$ cat config.mk
export PLATFORM = sky130hd
export DESIGN_NAME = lookup_table_loader
export DESIGN_NICKNAME = d
export VERILOG_FILES = /design/src/rtl/lookup_table_loader.sv
export SDC_FILE = /design/constraint.sdc
export NUM_CORES = 1
export LEC_CHECK = 0
export CAP_MARGIN = 5
export CORE_UTILIZATION = 50
export DETAILED_ROUTE_END_ITERATION = 6
export PLACE_DENSITY = 0.81
export SLEW_MARGIN = 20
export SYNTH_ARGS = -nofsm -noshare
export SYNTH_HDL_FRONTEND = slang
export SYNTH_SLANG_ARGS = --single-unit
export TNS_END_PERCENT = 5
$ cat constraint.sdc
create_clock -name clk -period 4.28 [get_ports clk]
set_input_delay 1.07 -clock clk [delete_from_list [all_inputs] [get_ports clk]]
set_output_delay 1.07 -clock clk [all_outputs]
set_load 0.02 [all_outputs]
$ cat src/rtl/lookup_table_loader.sv
// rtl/lookup_table_loader.sv - block write/fill/dump engine driving a look-up table update port
module lookup_table_loader #(
  parameter int DEPTH      = 1024,
  parameter int DATA_BITS  = 32,
  localparam int ADDR_BITS = $clog2(DEPTH),
  localparam int LEN_BITS  = ADDR_BITS + 1
) (
  input  logic                 clk,
  input  logic                 rst,
  input  logic                 cmd_valid,
  output logic                 cmd_ready,
  input  logic [1:0]           cmd_op,
  input  logic [ADDR_BITS-1:0] cmd_addr,
  input  logic [ADDR_BITS:0]   cmd_len,
  input  logic [DATA_BITS-1:0] cmd_data,
  input  logic                 s_valid,
  output logic                 s_ready,
  input  logic [DATA_BITS-1:0] s_data,
  output logic                 m_valid,
  input  logic                 m_ready,
  output logic [DATA_BITS-1:0] m_data,
  output logic [ADDR_BITS-1:0] tbl_addr,
  output logic [DATA_BITS-1:0] tbl_din,
  output logic                 tbl_we,
  input  logic [DATA_BITS-1:0] tbl_dout,
  output logic                 busy,
  output logic                 done,
  output logic                 err
);

  localparam logic [1:0] OP_WRITE = 2'd0;
  localparam logic [1:0] OP_FILL  = 2'd1;
  localparam logic [1:0] OP_RSVD  = 2'd3;

  localparam logic [ADDR_BITS-1:0] ADDR_ONE = {{(ADDR_BITS-1){1'b0}}, 1'b1};
  localparam logic [LEN_BITS-1:0]  LEN_ZERO = '0;
  localparam logic [LEN_BITS-1:0]  LEN_ONE  = {{ADDR_BITS{1'b0}}, 1'b1};

  typedef enum logic [2:0] {
    IDLE,
    WRITE,
    FILL,
    READ,
    FINISH
  } state_t;

  state_t state;
  state_t state_next;

  // Walking address and count of table accesses still to issue.
  logic [ADDR_BITS-1:0] addr;
  logic [LEN_BITS-1:0]  remaining;
  // Words still to be handed out on the m stream during READ.
  logic [LEN_BITS-1:0]  pop_left;
  logic [DATA_BITS-1:0] fill_data;
  // A read was issued last cycle; tbl_dout holds its word this cycle.
  logic                 rd_pending;

  // Two-entry output FIFO for READ.
  logic [DATA_BITS-1:0] fifo_mem [2];
  logic                 fifo_wr_ptr;
  logic                 fifo_rd_ptr;
  logic [1:0]           fifo_count;

  // Per-cycle control decided by the FSM.
  logic                 accept;
  logic                 access;
  logic                 access_we;
  logic [ADDR_BITS-1:0] access_addr;
  logic [DATA_BITS-1:0] access_din;
  logic                 pop;
  logic [2:0]           occ_next;

  // Next state, handshakes and the table access to register this cycle.
  always_comb begin
    state_next  = state;
    accept      = 1'b0;
    access      = 1'b0;
    access_we   = 1'b0;
    access_addr = addr;
    access_din  = fill_data;
    cmd_ready   = (state == IDLE);
    busy        = (state != IDLE);
    done        = (state == FINISH);
    s_ready     = (state == WRITE);
    m_valid     = (state == READ) && (fifo_count != 2'd0);
    m_data      = m_valid ? fifo_mem[fifo_rd_ptr] : '0;
    pop         = m_valid && m_ready;
    // Occupancy the FIFO would have next cycle without a new issue; counting
    // this cycle's pop keeps a word flowing every cycle under full m_ready.
    occ_next    = {1'b0, fifo_count} + {2'b00, rd_pending} - {2'b00, pop};

    case (state)
      IDLE: begin
        if (cmd_valid) begin
          accept = 1'b1;
          if (cmd_len == LEN_ZERO || cmd_op == OP_RSVD) begin
            state_next = FINISH;
          end else begin
            case (cmd_op)
              OP_WRITE: state_next = WRITE;
              OP_FILL: begin
                // First fill word is registered at accept so writes land in n+1..n+len.
                state_next  = FILL;
                access      = 1'b1;
                access_we   = 1'b1;
                access_addr = cmd_addr;
                access_din  = cmd_data;
              end
              default: begin
                // First read is issued at accept so data is on m in n+2.
                state_next  = READ;
                access      = 1'b1;
                access_addr = cmd_addr;
              end
            endcase
          end
        end
      end
      WRITE: begin
        if (s_valid) begin
          access     = 1'b1;
          access_we  = 1'b1;
          access_din = s_data;
          if (remaining == LEN_ONE) state_next = FINISH;
        end
      end
      FILL: begin
        if (remaining == LEN_ZERO) begin
          state_next = FINISH;
        end else begin
          access    = 1'b1;
          access_we = 1'b1;
        end
      end
      READ: begin
        if (remaining != LEN_ZERO && occ_next < 3'd2) access = 1'b1;
        if (pop && pop_left == LEN_ONE) state_next = FINISH;
      end
      FINISH: state_next = IDLE;
      default: state_next = IDLE;
    endcase
  end

  // State register.
  always_ff @(posedge clk) begin
    if (rst) state <= IDLE;
    else     state <= state_next;
  end

  // Command latch, address walk and registered table port.
  always_ff @(posedge clk) begin
    if (rst) begin
      addr       <= '0;
      remaining  <= '0;
      pop_left   <= '0;
      fill_data  <= '0;
      err        <= 1'b0;
      rd_pending <= 1'b0;
      tbl_addr   <= '0;
      tbl_din    <= '0;
      tbl_we     <= 1'b0;
    end else begin
      tbl_we     <= 1'b0;
      rd_pending <= 1'b0;
      if (accept) begin
        err       <= (cmd_op == OP_RSVD);
        fill_data <= cmd_data;
        pop_left  <= cmd_len;
        addr      <= cmd_addr;
        remaining <= cmd_len;
      end
      if (access) begin
        tbl_addr   <= access_addr;
        tbl_we     <= access_we;
        rd_pending <= !access_we;
        if (access_we) tbl_din <= access_din;
        addr      <= access_addr + ADDR_ONE;
        remaining <= (accept ? cmd_len : remaining) - LEN_ONE;
      end
      if (pop) pop_left <= pop_left - LEN_ONE;
    end
  end

  // Output FIFO pointers and occupancy; reset flushes it.
  always_ff @(posedge clk) begin
    if (rst) begin
      fifo_wr_ptr <= 1'b0;
      fifo_rd_ptr <= 1'b0;
      fifo_count  <= 2'd0;
    end else begin
      if (rd_pending) fifo_wr_ptr <= ~fifo_wr_ptr;
      if (pop)        fifo_rd_ptr <= ~fifo_rd_ptr;
      fifo_count <= fifo_count + {1'b0, rd_pending} - {1'b0, pop};
    end
  end

  // Output FIFO storage; captures the table word the cycle after its read issue.
  always_ff @(posedge clk) begin
    if (rd_pending) fifo_mem[fifo_wr_ptr] <= tbl_dout;
  end

endmodule

=== Yosys cells after proc, flatten, opt, wreduce, memory -nomap -nowiden ===
Memory sizes are Yosys's and may differ from the RTL's. A register that Yosys moved wholly into a read port is not among the register bits.
Cells that the tools add are included.

* Register bits after elaboration: 116
* Memory bits (writable): 64
* Bits of input ports: 124
* Output and inout port bits: 81
* Logic and storage cells: 97
* Memories kept: 1

* Add/sub/neg operators: 7
* Magnitude comparators: 1
* Equal/unequal tests: 13
* Mux-type cells: 41
* Bitwise gates (word level): 3
* Reduce and logical (&&, ||, !) cells: 18

{| class="wikitable"
|+ Memories
! name !! words !! width !! read ports !! clocked after Yosys merged registers in !! wr ports !! line !! text
|-
| fifo_mem || 2 || 32 || 1 || 1 || 1 || 60 || <nowiki>logic [DATA_BITS-1:0] fifo_mem [2];</nowiki>
|}

{| class="wikitable"
|+ Operators with widths
! cell !! number
|-
| $mux W32 || 5
|-
| $pmux W32 S2 || 1
|-
| $mux W10 || 6
|-
| $mux W11 || 4
|-
| $eq A11 B1 Y1 const B || 2
|-
| $logic_not A11 Y1 || 2
|-
| $sub A11 B1 Y11 const B || 2
|-
| $mux W3 || 6
|-
| $mux W1 || 15
|-
| $pmux W3 S4 || 1
|-
| $reduce_bool A11 Y1 || 1
|-
| $add A10 B1 Y10 const B || 1
|-
| $eq A3 B2 Y1 const B || 2
|-
| $ne A2 B2 Y1 const B || 3
|-
| $reduce_bool A2 Y1 || 3
|-
| $reduce_and A5 Y1 || 1
|-
| $logic_and A1 B1 Y1 || 4
|-
| $ne A2 B1 Y1 const B || 2
|-
| $pmux W1 S4 || 1
|-
| $pmux W2 S2 || 1
|-
| $add A2 B1 Y3 || 1
|-
| $eq A3 B1 Y1 const B || 1
|-
| $eq A3 B3 Y1 const B || 1
|-
| $logic_not A3 Y1 || 1
|-
| 14 further kinds || 16
|}

=== Depth between registers and ports, before layout ===
* Word-level depth: 10
* Gate-level depth with buffers: 13
* Depth with buffers taken out: 10

=== Least setup slack after synthesis ===
Ideal clock, no wire load.

* Kind: input to register
* Start: input port cmd_len[9]
* End: register addr[4]
* Setup time: 0.086 ns
* Arrival: 3.420 ns
* Required time: 4.194 ns
* Path slack: 0.775 ns
* Stages: 11
* Buffers on the path: 2
* Cells stage by stage: nor4_1 a31oi_1 nand2_1 buf_2 mux2_1 ha_1 clkbuf_1 nand3_1 xnor2_1 mux2i_1 a211oi_1

* Cells in the longest elaborated chain, start to end: 7
* Elaborated cells on any way between the ends: 11
* Those cells by class: add/sub: 1; mux: 7; reduce/logical: 3

{| class="wikitable"
|+ Ends and longest elaborated chain
! what !! line !! text
|-
| from (decl) || 14 || <nowiki>input logic [ADDR_BITS:0] cmd_len,</nowiki>
|-
| $logic_not A11 Y1 || 97 || <nowiki>if (cmd_len == LEN_ZERO || cmd_op == OP_RSVD) begin</nowiki>
|-
| $logic_or A1 B1 Y1 || 97 ||
|-
| $mux W10 || 97 ||
|-
| $mux W10 || 95 || <nowiki>if (cmd_valid) begin</nowiki>
|-
| $mux W10 || 93 || <nowiki>case (state)</nowiki>
|-
| named net access_addr[0] || 69 || <nowiki>logic [ADDR_BITS-1:0] access_addr;</nowiki>
|-
| $add A10 B1 Y10 || 178 || <nowiki>addr <= access_addr + ADDR_ONE;</nowiki>
|-
| $mux W10 || 173 || <nowiki>if (access) begin</nowiki>
|-
| to (signal assigned) || 170 || <nowiki>addr <= cmd_addr;</nowiki>
|-
| to (signal assigned) || 178 ||
|-
| to (decl) || 51 || <nowiki>logic [ADDR_BITS-1:0] addr;</nowiki>
|}

The timed path passes the listed nets, and every way through them passes these cells.
A chain may end at the register's enable or synchronous reset.

=== Worst setup path in the final report ===
* Start: register state[0]
* End: output port m_data[16]

* Cells in the longest elaborated chain, start to end: 3

{| class="wikitable"
|+ Ends and longest elaborated chain
! what !! line !! text
|-
| from (decl) || 47 || <nowiki>state_t state;</nowiki>
|-
| from (signal assigned) || 148 || <nowiki>else state <= state_next;</nowiki>
|-
| $eq A3 B2 Y1 || 86 || <nowiki>m_valid = (state == READ) && (fifo_count != 2'd0);</nowiki>
|-
| $logic_and A1 B1 Y1 || 86 ||
|-
| $mux W32 || 87 || <nowiki>m_data = m_valid ? fifo_mem[fifo_rd_ptr] : '0;</nowiki>
|-
| to (decl) || 21 || <nowiki>output logic [DATA_BITS-1:0] m_data,</nowiki>
|}

Every way passes these cells.

==> impl_metrics.env <==
export IMPL_clock_latency_ns=0.44
export IMPL_cp_common_cell="buf_4"
export IMPL_initial_core_util_pct=51.73
export IMPL_port_buffers=204
export IMPL_grt_max_degree=68
export IMPL_drtIter0Drc=569
export IMPL_vias_per_cell=5.754
export IMPL_synth_seq_cells=181
export IMPL_tns_ns=0
export IMPL_cp_start_kind="flop"
export IMPL_placed_area_mm2=0.01053
export IMPL_nNetsFinal=1170
export IMPL_coreArea_mm2=0.01606
export IMPL_die_y_um=130.9
export IMPL_stdcell_count=1269
export IMPL_slowest_delay_ns=0.62
export IMPL_tritoncts_num_buffers=17
export IMPL_cp_max_fo=33
export IMPL_ant_nets=0
export IMPL_drive_gt1_share_pct=7.217
export IMPL_required_ns=3.21
export IMPL_synth_top_cell_area_share_pct=28.20
export IMPL_ys_seq_area_share_pct=51.33
export IMPL_power_density_mw_per_mm2=579.3
export IMPL_antenna_found_initial=0
export IMPL_worstHoldPathType="reg -> reg"
export IMPL_vias=7302
export IMPL_dieArea_mm2=0.01713
export IMPL_crit_chain="nand3b_1, buf_4, o21bai_2, buf_4, nor2_1, clkdlybuf4s50_1"
export IMPL_async_reset_ff_share_pct=0
export IMPL_clock_path_buffers=2
export IMPL_slew_headroom_pct=40.96
export IMPL_die_width_um=130.9
export IMPL_cts_tree="built"
export IMPL_hpwl_mm=14.04
export IMPL_critical_path_class="reg -> out"
export IMPL_rows=46
export IMPL_finalClockSkew_ns=0.01830
export IMPL_tightestPinTransition_ns=0.8837
export IMPL_synth_cell_types=65
export IMPL_cp_arrival_ns=2.58
export IMPL_cts_sinks=181
export IMPL_synth_top_cell_by_area="dfxtp_1"
export IMPL_min_period_over_period_pct=85.29
export IMPL_hold_buffers=0
export IMPL_layout_min_cycle_time_ns=3.650
export IMPL_yosysMostFrequentCell="nand2_1"
export IMPL_diodes=0
export IMPL_clkTransAtPathRegs_ns=0.07
export IMPL_cp_slowest_cell="clkdlybuf4s50_1"
export IMPL_grt_pass1_wl_mm=33.66
export IMPL_clock_tree_root_cell="clkbuf_16"
export IMPL_post_cts_setup_buffers=0
export IMPL_ys_flop_type="dfxtp_1"
export IMPL_nFillCells=1221
export IMPL_maxCapViolCount=0
export IMPL_area_growth_pct=33.50
export IMPL_ir_worst_vdd_uv=398.3
export IMPL_wl_mm=21.39
export IMPL_rsz0062_at_grt="false"
export IMPL_synthTopCellsByArea="dfxtp_1 28%, edfxtp_1 23%, mux2i_1 5.9%"
export IMPL_htreeDepth=4
export IMPL_setup_viol=0
export IMPL_synth_area_mm2=0.008307
export IMPL_grt_use_total_pct=25.44
export IMPL_drt_pass1_iter_count=5
export IMPL_placed_cells=1237
export IMPL_syn_nets=994
export IMPL_syn_area_per_cell_um2=9.614
export IMPL_ys_top_cells_by_count="120 x nand2_1, 117 x dfxtp_1, 89 x nor2_1, 64 x edfxtp_1, 53 x a21oi_1"
export IMPL_drc=0
export IMPL_io_pins=205
export IMPL_maxSlewViolCount=0
export IMPL_cts_resized=0
export IMPL_grt_pass1_vias=6692
export IMPL_endpoint_kind="primary output"
export IMPL_p_leak_nw=3.850
export IMPL_grt_ovfl_total=0
export IMPL_postSynthCellCount=864
export IMPL_final_area_mm2=0.01109
export IMPL_status="finished clean"
export IMPL_synth_edf_count=64
export IMPL_fmax_mhz=273.9
export IMPL_final_hold_viol_count=0
export IMPL_yosys_warnings=0
export IMPL_wl_per_cell_um=16.86
export IMPL_place_congestion=0.8410
metrics by stage:
stage          utilization, %  worst slack, ns  hold slack, ns  total power [mW]
3_3_place_gp            65.58           0.4007          0.4391             4.904
6_report                69.06           0.6296          0.4514             6.424
2_1_floorplan               -           0.7746          0.4332             4.059
5_1_grt                 69.06           0.4469          0.4688             6.792
4_1_cts                 69.06           0.6108          0.4530             6.436
3_5_place_dp            65.58           0.3483          0.4436             4.940
per-layer routing:
layer / part of all wire (%) / global-route usage [%] / vias up
met5: 0 / 0 / -
met2: 48 / 42.20 / 294
met3: 9.0 / 7.410 / 30
li1: - / - / 3522
met1: 42 / 31.92 / 3456
met4: 1.6 / 8.046 / 0
report_power, final:
part / switching (mW) / leakage [nW] / internal (mW)
Combinational: 1.38 / 2.04 / 1.07
Clock: 0.718 / 0.267 / 0.772
Sequential: 0.286 / 1.54 / 2.21
Total: 2.38 / 3.85 / 4.04
logic make-up (layout without fill, tap and decap cells):
kind of cell             count (synthesis)  after routing  share of synthesized area (%)
multiplexers                            54             54                          6.582
buffers and inverters                   76            265                          3.796
AO/OA/AOI/OAI                          223            223                          18.32
XOR/XNOR                                19             19                          2.003
flip-flops                             181            181                          51.33
adder cells (fa/ha/maj)                  6              6                         0.9941
AND/OR/NAND/NOR                        305            305                          16.98
worst max-delay path, delay by kind of cell, from the launching register on:
kind                   cells  cell delay, ns
and+or+nand+nor            2            0.29
buffers and inverters      3            1.05
AOI/OAI and AO/OA          1            0.18
DFF                        1            0.61
cell type report:
cell class	count	area (µm²)	area share, %
timing repair buffer	226	2217	19.99
tap	216	270.3	2.437
inverter	7	26.28	0.2369
clock buffer	18	429.2	3.870
multi-input combinational	607	3752	33.84
clock inverter	14	128.9	1.162
sequential	181	4265	38.46
placed cells by master, fill, tap and decap left out, types with 3 or more instances in the layout:
cell type / n
inv_6: 4
a211oi_1: 17
mux2i_1: 49
a221oi_1: 32
or3_1: 4
or4_1: 5
clkdlybuf4s50_1: 203
a22oi_1: 32
dfxtp_1: 116
inv_8: 6
nor2_1: 89
nand2b_1: 5
nand3_1: 23
o21ai_0: 44
nor4_1: 9
ha_1: 5
xnor2_1: 17
clkbuf_16: 17
and3_1: 8
nor3b_1: 6
nor2b_1: 3
a31o_2: 3
edfxtp_1: 64
a31oi_1: 8
nor3_1: 9
nand2_1: 120
o21a_1: 3
buf_4: 22
nand4_1: 7
clkinvlp_4: 3
and4_1: 4
and2_1: 4
inv_1: 7
a311oi_1: 3
a21oi_1: 52
mux2_2: 4
state kept, by name, summed over array words and instances (netlist names), named ones only:
name         count
tbl_we           1
fill_data       32
remaining       11
fifo_mem        64
err              1
pop_left        11
tbl_din         32
addr            10
fifo_rd_ptr      1
state            3
fifo_count       2
rd_pending       1
tbl_addr        10
fifo_wr_ptr      1
worst paths after layout:
path | from | endpoint | slack (ns) | cells after the start
worst max-delay path | state[0] | m_data[16] | 0.63 | 6
worst min-delay path | fill_data[6] | fill_data[6] | 0.45 | 2
worst max register to register | state[0] | remaining[1] | 1.03 | 11
worst min register to register | fill_data[6] | fill_data[6] | 0.45 | 2
Note: power is estimated with default switching activity, not from simulation.
